[src/rtl/nv_nvdla_intr_pkg.sv]
// Shared constants and types for the layer-done interrupt generator.
// Latency: n/a (declarations only).
// Backpressure: n/a.
package nv_nvdla_intr_pkg;

   // Default width of the outstanding-write counter and per-entry remain counters
   localparam int OS_CNT_W_DFLT = 8;

   // Number of layers that may wait for their writes to drain at once
   localparam int QUEUE_DEPTH = 2;

   // One pending layer: which register group it belongs to and how many of
   // the writes issued before its layer_done are still in flight.
   typedef struct packed {
      logic                     vld;
      logic                     grp;
      logic [OS_CNT_W_DFLT-1:0] remain;
   } done_entry_t;

   // Done pulse encoding towards the global interrupt controller
   function automatic logic [1:0] grp_onehot(input logic grp);
      return grp ? 2'b10 : 2'b01;
   endfunction

endpackage

[src/rtl/nv_nvdla_done_intr_queue.sv]
// Two-entry in-order queue of layers waiting for their writes to complete.
// Latency: pop is decided in the cycle the head's remain count reaches zero.
// Backpressure: a push into a full queue with no same-cycle pop is refused.
module nv_nvdla_done_intr_queue
   import nv_nvdla_intr_pkg::*;
#(
   parameter int OS_CNT_W = OS_CNT_W_DFLT
)
(
   input  logic                i_clk,
   input  logic                i_rst_n,
   input  logic                i_push,
   input  logic                i_push_grp,
   input  logic [OS_CNT_W-1:0] i_push_remain,
   input  logic                i_cmpl,
   output logic                o_accept,
   output logic                o_pop,
   output logic                o_pop_grp,
   output logic                o_any_vld
);

   // Same layout as done_entry_t, sized by this instance's counter width
   typedef struct packed {
      logic                vld;
      logic                grp;
      logic [OS_CNT_W-1:0] remain;
   } entry_t;

   entry_t r_q   [QUEUE_DEPTH];
   entry_t w_dec [QUEUE_DEPTH];
   entry_t w_sh  [QUEUE_DEPTH];
   entry_t w_nxt [QUEUE_DEPTH];
   entry_t w_new;
   logic   w_full;

   // Entries stay compacted towards slot 0, so slot 0 is always the oldest.
   // A completion retires one write from every entry still waiting on one;
   // the head pops as soon as its post-decrement count is zero.
   always_comb begin
      w_new    = '{vld: 1'b1, grp: i_push_grp, remain: i_push_remain};
      w_full   = r_q[0].vld && r_q[1].vld;
      for (int i = 0; i < QUEUE_DEPTH; i++) begin
         w_dec[i] = r_q[i];
         if (i_cmpl && r_q[i].vld && (r_q[i].remain != '0))
            w_dec[i].remain = r_q[i].remain - OS_CNT_W'(1);
      end
      o_pop     = w_dec[0].vld && (w_dec[0].remain == '0);
      o_pop_grp = w_dec[0].grp;
      o_accept  = i_push && (!w_full || o_pop);
      o_any_vld = r_q[0].vld || r_q[1].vld;
      if (o_pop) begin
         w_sh[0] = w_dec[1];
         w_sh[1] = '0;
      end else begin
         w_sh[0] = w_dec[0];
         w_sh[1] = w_dec[1];
      end
      // The pushed entry's count already includes this cycle's completion,
      // so it is inserted after the decrement, not before.
      w_nxt[0] = w_sh[0];
      w_nxt[1] = w_sh[1];
      if (o_accept) begin
         if (!w_sh[0].vld) w_nxt[0] = w_new;
         else              w_nxt[1] = w_new;
      end
   end

   // Queue storage
   always_ff @(posedge i_clk or negedge i_rst_n) begin
      if (!i_rst_n) begin
         r_q[0] <= '0;
         r_q[1] <= '0;
      end else begin
         r_q[0] <= w_nxt[0];
         r_q[1] <= w_nxt[1];
      end
   end

endmodule

[src/rtl/nv_nvdla_done_intr_gen.sv]
// Raises a per-group done pulse once all writes issued before layer_done have completed.
// Latency: 2 cycles from layer_done with nothing in flight; else 1 cycle after the last completion.
// Backpressure: none; a layer_done arriving with both slots busy is dropped and flagged in err.
module nv_nvdla_done_intr_gen
   import nv_nvdla_intr_pkg::*;
#(
   parameter int OS_CNT_W = OS_CNT_W_DFLT
)
(
   input  logic       nvdla_core_clk,
   input  logic       nvdla_core_rstn,
   input  logic       layer_done,
   input  logic       wr_issue,
   input  logic       wr_cmpl,
   output logic [1:0] done_intr_pd,
   output logic       intr_ptr,
   output logic       busy,
   output logic       err
);

   logic [OS_CNT_W-1:0] r_os_cnt;
   logic [OS_CNT_W-1:0] w_os_next;
   logic                w_ovf;
   logic                w_udf;
   logic                w_accept;
   logic                w_pop;
   logic                w_pop_grp;
   logic                w_any_vld;
   logic                w_overrun;
   logic                r_intr_ptr;
   logic                r_err;
   logic [1:0]          r_done_pd;

   // Outstanding-write count: saturates at all-ones and holds at zero
   always_comb begin
      w_os_next = r_os_cnt;
      w_ovf     = 1'b0;
      w_udf     = 1'b0;
      if (wr_issue && !wr_cmpl) begin
         if (r_os_cnt == '1) w_ovf     = 1'b1;
         else                w_os_next = r_os_cnt + OS_CNT_W'(1);
      end else if (wr_cmpl && !wr_issue) begin
         if (r_os_cnt == '0) w_udf     = 1'b1;
         else                w_os_next = r_os_cnt - OS_CNT_W'(1);
      end
   end

   nv_nvdla_done_intr_queue #(
      .OS_CNT_W (OS_CNT_W)
   ) u_queue (
      .i_clk         (nvdla_core_clk),
      .i_rst_n       (nvdla_core_rstn),
      .i_push        (layer_done),
      .i_push_grp    (r_intr_ptr),
      .i_push_remain (w_os_next),
      .i_cmpl        (wr_cmpl),
      .o_accept      (w_accept),
      .o_pop         (w_pop),
      .o_pop_grp     (w_pop_grp),
      .o_any_vld     (w_any_vld)
   );

   assign w_overrun = layer_done && !w_accept;

   // Counter, group pointer, sticky error and registered done pulse
   always_ff @(posedge nvdla_core_clk or negedge nvdla_core_rstn) begin
      if (!nvdla_core_rstn) begin
         r_os_cnt   <= '0;
         r_intr_ptr <= 1'b0;
         r_err      <= 1'b0;
         r_done_pd  <= 2'b00;
      end else begin
         r_os_cnt  <= w_os_next;
         r_done_pd <= w_pop ? grp_onehot(w_pop_grp) : 2'b00;
         if (w_accept)
            r_intr_ptr <= ~r_intr_ptr;
         if (w_ovf || w_udf || w_overrun)
            r_err <= 1'b1;
      end
   end

   assign done_intr_pd = r_done_pd;
   assign intr_ptr     = r_intr_ptr;
   assign err          = r_err;
   assign busy         = w_any_vld || (r_os_cnt != '0);

endmodule

[config.mk]
export PLATFORM = sky130hd
export DESIGN_NAME = nv_nvdla_done_intr_gen
export DESIGN_NICKNAME = d
export VERILOG_FILES = /design/src/rtl/nv_nvdla_intr_pkg.sv /design/src/rtl/nv_nvdla_done_intr_queue.sv /design/src/rtl/nv_nvdla_done_intr_gen.sv
export SDC_FILE = /design/constraint.sdc
export NUM_CORES = 1
export LEC_CHECK = 0
export CORE_MARGIN = 3
export CORE_UTILIZATION = 50
export CTS_BUF_LIST = sky130_fd_sc_hd__clkbuf_2 sky130_fd_sc_hd__clkbuf_4 sky130_fd_sc_hd__clkbuf_8
export DETAILED_ROUTE_END_ITERATION = 12
export PLACE_DENSITY = 0.67
export SYNTH_ARGS = -nofsm -noshare
export SYNTH_HDL_FRONTEND = slang
export SYNTH_SLANG_ARGS = --single-unit
export TNS_END_PERCENT = 5
[constraint.sdc]
create_clock -name nvdla_core_clk -period 3.15 [get_ports nvdla_core_clk]
set_clock_uncertainty 0.1 [all_clocks]
set_input_delay 0.7875 -clock nvdla_core_clk [delete_from_list [all_inputs] [get_ports nvdla_core_clk]]
set_output_delay 0.7875 -clock nvdla_core_clk [all_outputs]
set_load 0.03 [all_outputs]
# Word-level counts from Yosys, hierarchy flattened
# Cells that the tools add are included.
dict set report word_totals {
  out_inout_bits 5
  input_bits 5
  wordCells 57
  register_bits 32
}
dict set report classes {
  mux 17
  n_bitwise 1
  n_addsub 4
  reduce_logical 24
  eq_ne 1
}
# cell n
set op_table {}
lappend op_table {{8-bit two-way mux} 6}
lappend op_table {{20-bit two-way mux} 2}
lappend op_table {{8-bit nonzero test} 3}
lappend op_table {{8-bit by 1-bit subtractor with 8-bit output, second input constant} 3}
lappend op_table {{8-bit zero test} 2}
lappend op_table {{1-bit logical AND} 10}
lappend op_table {{10-bit two-way mux} 1}
lappend op_table {{9-bit two-way mux} 1}
lappend op_table {{8-bit by 1-bit adder with 8-bit output, second input constant} 1}
lappend op_table {{8-bit == test, second input constant} 1}
lappend op_table {{1-bit logical OR} 5}
lappend op_table {{1-bit two-way mux} 5}
lappend op_table {{1-bit zero test} 4}
lappend op_table {{2-bit two-way mux} 2}
lappend op_table {{1-bit inverter} 1}

# Longest topological paths before layout
# Gate-level depths: netlist (run 1).
dict set report logic_depth {
  ltp_word 10
  ltp_mapped 10
  mapped_depth_nobuf 9
}

# Modules after synthesis
# Synthesis (run 1) repeated with hierarchy kept, for this count alone.
dict set report unflattened {
  hier_cells 274
  hier_area_um2 2483.6
}
# module instances seq_area_each_um2 cells_each area_each_um2
set by_module_without_submodules {}
lappend by_module_without_submodules {nv_nvdla_done_intr_queue 1 500.5 176 1594.0}
lappend by_module_without_submodules {nv_nvdla_done_intr_gen 1 300.3 98 889.6}

# Worst setup path before layout (run 1)
# Ideal clock, no wire load.
dict set report synth_timing {
  path_kind {input -> register}
  from {input port wr_cmpl}
  to {register u_queue.r_q[16] in the netlist's numbering}
  setup_ps 82
  path_buffers 0
  path_slack_ps 508
  cell_stages 7
  arrival_time_ps 2460
  path_cell_list {and3b_1 > nand2_1 > or4b_2 > nand3_2 > nand3_4 > or3_1 > a31oi_1}
}
# item line
set synth_lines {}
lappend synth_lines {{from (decl)} nv_nvdla_done_intr_gen.sv:14} ;# input logic wr_cmpl,
lappend synth_lines {{to (decl)} nv_nvdla_done_intr_queue.sv:29} ;# entry_t r_q [QUEUE_DEPTH];

==> results.sh, run 1 <==
export IMPL_detail_route_wl_per_cell_um=16.0
export IMPL_power_leakage_nw=1.18
export IMPL_finalHoldViolCount=0
export IMPL_place_gp_congestion=0.938
export IMPL_vias=2039
export IMPL_clk_latency_ps=290
export IMPL_end_kind="register"
export IMPL_hold_path_depth=1
export IMPL_die_h_um=74.0
export IMPL_worstPathArrival_ps=3120
export IMPL_synth_compound_area_share_pct=19.8
export IMPL_track_usage_pct=22.1
export IMPL_crit_start="wr_cmpl"
export IMPL_hold_path_startpoint="u_queue.o_pop_grp$_DFF_PN0_"
export IMPL_die_area_sq_mm=0.00548
export IMPL_fin_nets=303
export IMPL_synth_mux_area_share_pct=3.08
export IMPL_synth_seq_area_share_pct=34.6
export IMPL_grt_max_degree=33
export IMPL_ys_types=61
export IMPL_tightest_slew_ps=530
export IMPL_hold_path_class="reg2reg"
export IMPL_max_cap_violations=0
export IMPL_yosys_area_share_adder_pct=2.70
export IMPL_die_w_um=74.0
export IMPL_syn2layout_area_growth_pct=18.2
export IMPL_yosys_area_share_simple_pct=26.1
export IMPL_vias_per_cell=5.89
export IMPL_synth_top_area_share_pct=34.6
export IMPL_rows=24
export IMPL_synth_seq_cells=32
export IMPL_start_kind="input port"
export IMPL_antenna_found_initial=0
export IMPL_max_slew_margin_rel_pct=64.4
export IMPL_critPathMaxFanout=9
export IMPL_drive_gt1_share_pct=20.1
export IMPL_drv_slew=0
export IMPL_stdcell_area_sq_mm=0.00274
export IMPL_dp_cells=338
export IMPL_cts_root_buf="clkbuf_8"
export IMPL_io_pins=10
export IMPL_synth_cells=255
export IMPL_cts_sinks=32
export IMPL_synth_xor_area_share_pct=6.11
export IMPL_diodes=0
export IMPL_cts_made_buffers=5
export IMPL_final_cells=346
export IMPL_worstReg2RegStart="u_queue.r_q[10]$_DFF_PN0_"
export IMPL_h_tree_depth=2
export IMPL_drt_pre_antenna_iters=4
export IMPL_setup_viol=0
export IMPL_initial_core_util_pct=52.4
export IMPL_status="finished, final reports clean"
export IMPL_synth_most_common_cell="dfrtp_1"
export IMPL_rsz0062_at_grt="no"
export IMPL_cts_tree="yes"
export IMPL_syn_avg_cell_area_sq_um=9.07
export IMPL_rr_worst_depth=9
export IMPL_drtAntennaViolNets=0
export IMPL_grt_pass1_wl_mm=9.18
export IMPL_tns_ps=0
export IMPL_drc=0
export IMPL_dp_hpwl_mm=4.25
export IMPL_synth_top_family_by_area="simple AND/OR/NAND/NOR gates"
export IMPL_synth_commonest_cells="dfrtp_1, nor2_1, inv_1, nand2_1, nand3_1"
export IMPL_synthArstFlopShare_pct=100
export IMPL_wl_mm=5.54
export IMPL_gr_total_overflow=0
export IMPL_timing_final_crit_share_pct=95.6
export IMPL_yosysTopAreaCell="dfrtp_1"
export IMPL_clockBufferDepth=2
export IMPL_crit_required_ps=3260
export IMPL_yosys_warnings=0
export IMPL_io_buffers=9
export IMPL_core_area_sq_mm=0.00441
export IMPL_syn_nets=265
export IMPL_first_global_vias=1907
export IMPL_power_density_mw_per_mm2=837
export IMPL_synthFlopType="dfrtp_1"
export IMPL_clk_pin_slew_worst_paths_ps=70
export IMPL_drt_iter0_markers=106
export IMPL_synthTopCellsByArea="dfrtp_1, nor2_1, inv_1, ha_1, xnor2_1"
export IMPL_nFillCells=376
export IMPL_synthesis_area_sq_mm=0.00231
export IMPL_period_needed_ps=3010
export IMPL_placed_area_sq_mm=0.00262
export IMPL_synth_edf_count=0
export IMPL_ir_worst_vdd_mv=0.521
export IMPL_critPathKind="in2reg"
export IMPL_fmax_mhz=332
[what timing repair did]
| action | CTS | global route |
|---|---|---|
| setup buffers | 0 | 0 |
| hold buffers | 0 | 0 |
| gates resized for setup | 1 | 1 |
| setup endpoints to repair | 1 | 2 |
[metrics by stage]
step	hold slack [ps]	utilization [%]	power [mW]	setup slack (ps)
after global routing	355	62.0	2.46	17.5
after floorplan	316	-	1.52	508
after global placement	335	59.3	1.85	-81.8
after CTS	345	61.8	2.28	144
after detailed placement	335	59.3	1.87	-145
final	341	62.0	2.29	139
[cells in the final DEF, fill, tap and decap left out, types with 5 or more instances in the layout]
cell,synthesis,routed
a21oi_1,11,11
a31oi_1,7,7
buf_4,0,33
clkbuf_8,3,5
clkdlybuf4s50_1,0,8
dfrtp_1,32,32
ha_1,5,5
inv_1,20,20
mux2i_1,6,6
nand2_1,12,12
nand2b_1,9,9
nand3_1,12,12
nor2_1,26,26
nor3_1,6,6
o21ai_0,11,11
o22ai_1,5,5
o32ai_1,5,5
or3_1,5,5
xnor2_1,7,7
xor2_1,6,6
[cell families after synthesis]
kind of cell / count (synthesis)
compound gates: 63
xor+xnor: 14
fa+ha+maj: 5
buf+inv: 31
flops: 32
mux: 7
simple gates: 103
[sequential cells by signal (all words and copies together) (netlist names)]
register / count
u_queue.r_q: 19
r_os_cnt: 8
done_intr_pd: 2
err: 1
intr_ptr: 1
u_queue.o_pop_grp: 1
[final timing paths]
check,end,slack (ps)
max,u_queue.r_q[16]$_DFF_PN0_,140
min,done_intr_pd[0]$_DFF_PN0_,340
max reg2reg,u_queue.r_q[16]$_DFF_PN0_,330
min reg2reg,done_intr_pd[0]$_DFF_PN0_,340
max in group asynchronous,u_queue.r_q[9]$_DFF_PN0_,1860
min in group asynchronous,u_queue.r_q[17]$_DFF_PN0_,780
[final cells by class]
cell class	count	area (sq um)	share of cell area, %
clock buffer	6	76.3	2.79
clock inverter	2	35.0	1.28
inverter	20	75.1	2.74
multi-input combinational	192	1350	49.2
sequential	32	801	29.3
tap	52	65.1	2.38
timing repair buffer	42	337	12.3
[routing by layer]
metal	GRT usage (%)	vias up	wire (um)
li1	-	1013	-
met1	30.9	959	2650
met2	34.3	56	2540
met3	4.59	11	245
met4	7.65	0	103
met5	0	-	0
[power breakdown]
group	total, mW	leakage, nW	switching (mW)	internal (mW)
sequential	0.794	0.375	0.213	0.581
combinational	1.09	0.744	0.588	0.505
clock	0.401	0.0586	0.158	0.243
[worst max-delay path, stage by stage]
cell and delay, ps:
clkdlybuf4s50_1 510, and3b_1 190, nand2_1 100, or4b_2 640, nand3_2 140, nand3_4 150, or3_1 410, a31oi_1 190
(Power assumes the default switching activity.)
==> run 2, diff against run 1 <==
--- a/config.mk
+++ b/config.mk
@@ -10,6 +10,7 @@
 export CTS_BUF_LIST = sky130_fd_sc_hd__clkbuf_2 sky130_fd_sc_hd__clkbuf_4 sky130_fd_sc_hd__clkbuf_8
 export DETAILED_ROUTE_END_ITERATION = 12
 export PLACE_DENSITY = 0.67
+export REMOVE_ABC_BUFFERS = 1
 export SYNTH_ARGS = -nofsm -noshare
 export SYNTH_HDL_FRONTEND = slang
 export SYNTH_SLANG_ARGS = --single-unit
==> results.sh, run 2 (synthesis results as in run 1) <==
export IMPL_wl_mm=5.60
export IMPL_rows=24
export IMPL_p_seq_share_pct=34.6
export IMPL_detail_route_wl_per_cell_um=16.4
export IMPL_stdcell_area_sq_mm=0.00270
export IMPL_tns_ps=0
export IMPL_clk_pin_slew_worst_paths_ps=70
export IMPL_ctsHoldBuffers=0
export IMPL_diodes=0
export IMPL_max_cap_violations=0
export IMPL_grt_max_degree=33
export IMPL_start_kind="register"
export IMPL_drt_pre_antenna_iters=4
export IMPL_initial_core_util_pct=52.4
export IMPL_max_slew_margin_rel_pct=60.7
export IMPL_io_pins=10
export IMPL_largest_register_ff_count=19
export IMPL_power_internal_mw=1.31
export IMPL_power_leakage_nw=1.15
export IMPL_crit_required_ps=2260
export IMPL_status="finished, final reports clean"
export IMPL_power_density_mw_per_mm2=846
export IMPL_die_area_sq_mm=0.00548
export IMPL_gr_total_overflow=0
export IMPL_end_kind="output port"
export IMPL_critPathMaxFanout=6
export IMPL_period_needed_ps=3040
export IMPL_vias=2060
export IMPL_finalHoldViolCount=0
export IMPL_place_gp_congestion=0.923
export IMPL_power_switching_share_pct=42.4
export IMPL_track_usage_pct=22.4
export IMPL_timing_final_crit_share_pct=96.5
export IMPL_fin_nets=299
export IMPL_first_global_vias=1883
export IMPL_io_buffers=9
export IMPL_drv_slew=0
export IMPL_syn2layout_area_growth_pct=16.6
export IMPL_grt_pass1_wl_mm=9.27
export IMPL_cts_root_buf="clkbuf_8"
export IMPL_hold_path_class="reg2reg"
export IMPL_drtAntennaViolNets=0
export IMPL_cts_sinks=32
export IMPL_h_tree_depth=2
export IMPL_rsz0062_at_grt="no"
export IMPL_fin_util_pct=61.1
export IMPL_power_frac_comb_pct=48.1
export IMPL_placed_area_sq_mm=0.00259
export IMPL_whs_ps=341
export IMPL_drc=0
export IMPL_clkPwrFrac_pct=17.2
export IMPL_die_h_um=74.0
export IMPL_core_area_sq_mm=0.00441
export IMPL_final_common_cell="dfrtp_1"
export IMPL_clockBufferDepth=2
export IMPL_tightest_slew_ps=590
export IMPL_setup_viol=0
export IMPL_ir_worst_vdd_mv=0.429
export IMPL_drive_gt1_share_pct=19.0
export IMPL_top_register="u_queue.r_q"
export IMPL_clk_latency_ps=290
export IMPL_antenna_found_initial=0
export IMPL_worstPathArrival_ps=2150
export IMPL_power_switching_mw=0.967
export IMPL_post_cts_buffers=0
export IMPL_dp_hpwl_mm=4.32
export IMPL_layout_common_cells="dfrtp_1, buf_4, nor2_1"
export IMPL_fmax_mhz=329
export IMPL_cts_made_buffers=5
export IMPL_critPathKind="reg2out"
export IMPL_cts_tree="yes"
export IMPL_drt_iter0_markers=123
export IMPL_vias_per_cell=6.02
export IMPL_die_w_um=74.0
==> run 2: cell count changes in the layout (fill, tap and decap cells not counted) <==
cell | previous run | this run
a21oi_2 | 1 | 2
clkbuf_4 | 1 | 0
buf_4 | 33 | 29
a21oi_4 | 1 | 0
clkinvlp_4 | 0 | 1
==> run 2: worst paths after layout <==
path | depth (start not counted) | startpoint | to | slack [ps]
worst max-delay path | 4 | r_os_cnt[4]$_DFF_PN0_ | busy | 110
worst min-delay path | 1 | u_queue.o_pop_grp$_DFF_PN0_ | done_intr_pd[0]$_DFF_PN0_ | 340
worst max register to register | 9 | u_queue.r_q[10]$_DFF_PN0_ | u_queue.r_q[0]$_DFF_PN0_ | 320
worst min register to register | 1 | u_queue.o_pop_grp$_DFF_PN0_ | done_intr_pd[0]$_DFF_PN0_ | 340
max in group asynchronous | 2 | nvdla_core_rstn | r_os_cnt[0]$_DFF_PN0_ | 1860
min in group asynchronous | 2 | nvdla_core_rstn | u_queue.r_q[19]$_DFF_PN0_ | 790
==> run 2: per-layer routing <==
| metal | track usage, % | routed length, um | share of wire, % | up-vias |
|---|---|---|---|---|
| li1 | - | - | - | 1003 |
| met1 | 32.6 | 2650 | 47 | 993 |
| met2 | 33.6 | 2600 | 46 | 56 |
| met3 | 4.86 | 284 | 5.1 | 8 |
| met4 | 5.84 | 71 | 1.3 | 0 |
| met5 | 0 | 0 | 0 | - |
==> run 2: through the flow <==
step / worst slack [ps] / cells / power [mW]
2_1_floorplan: 507 / 244 / 1.49
3_3_place_gp: -97.1 / 334 / 1.86
3_5_place_dp: -115 / 334 / 1.88
4_1_cts: 131 / 342 / 2.28
5_1_grt: 2.26 / 342 / 2.46
6_report: 110 / 342 / 2.28
==> run 2: power by group through the flow <==
stage	logic, mW	registers [mW]	clock network (mW)
finish	1.10	0.790	0.393
global route	1.22	0.823	0.418
CTS	1.10	0.785	0.404
detailed placement	1.09	0.792	0
global placement	1.07	0.789	0
floorplan	0.721	0.770	0
==> run 2: layout make-up <==
type	count	area [sq um]
fill	389	1720
multi-input combinational	192	1340
sequential	32	801
timing repair buffer	38	307
inverter	20	75.1
clock buffer	5	68.8
tap	52	65.1
clock inverter	3	42.5
==> run 2: repair_timing <==
action / 4_1_cts / 5_1_grt
endpoints found under the hold margin: 0 / 0
resized for setup: 1 / 0
endpoints found under the setup margin: 1 / 0
==> run 2: worst max-delay path: stages (launching register included) <==
cell and delay, ps:
dfrtp_1 420, or3_1 410, nand4bb_1 270, or3_1 390
dlygate4sd2_1 370
==> run 3, diff against run 2 <==
--- a/config.mk
+++ b/config.mk
@@ -10,7 +10,6 @@
 export CTS_BUF_LIST = sky130_fd_sc_hd__clkbuf_2 sky130_fd_sc_hd__clkbuf_4 sky130_fd_sc_hd__clkbuf_8
 export DETAILED_ROUTE_END_ITERATION = 12
 export PLACE_DENSITY = 0.67
-export REMOVE_ABC_BUFFERS = 1
 export SYNTH_ARGS = -nofsm -noshare
 export SYNTH_HDL_FRONTEND = slang
 export SYNTH_SLANG_ARGS = --single-unit
==> results of run 3 <==
Final layout, timing and power as in run 1 (identical DEF).
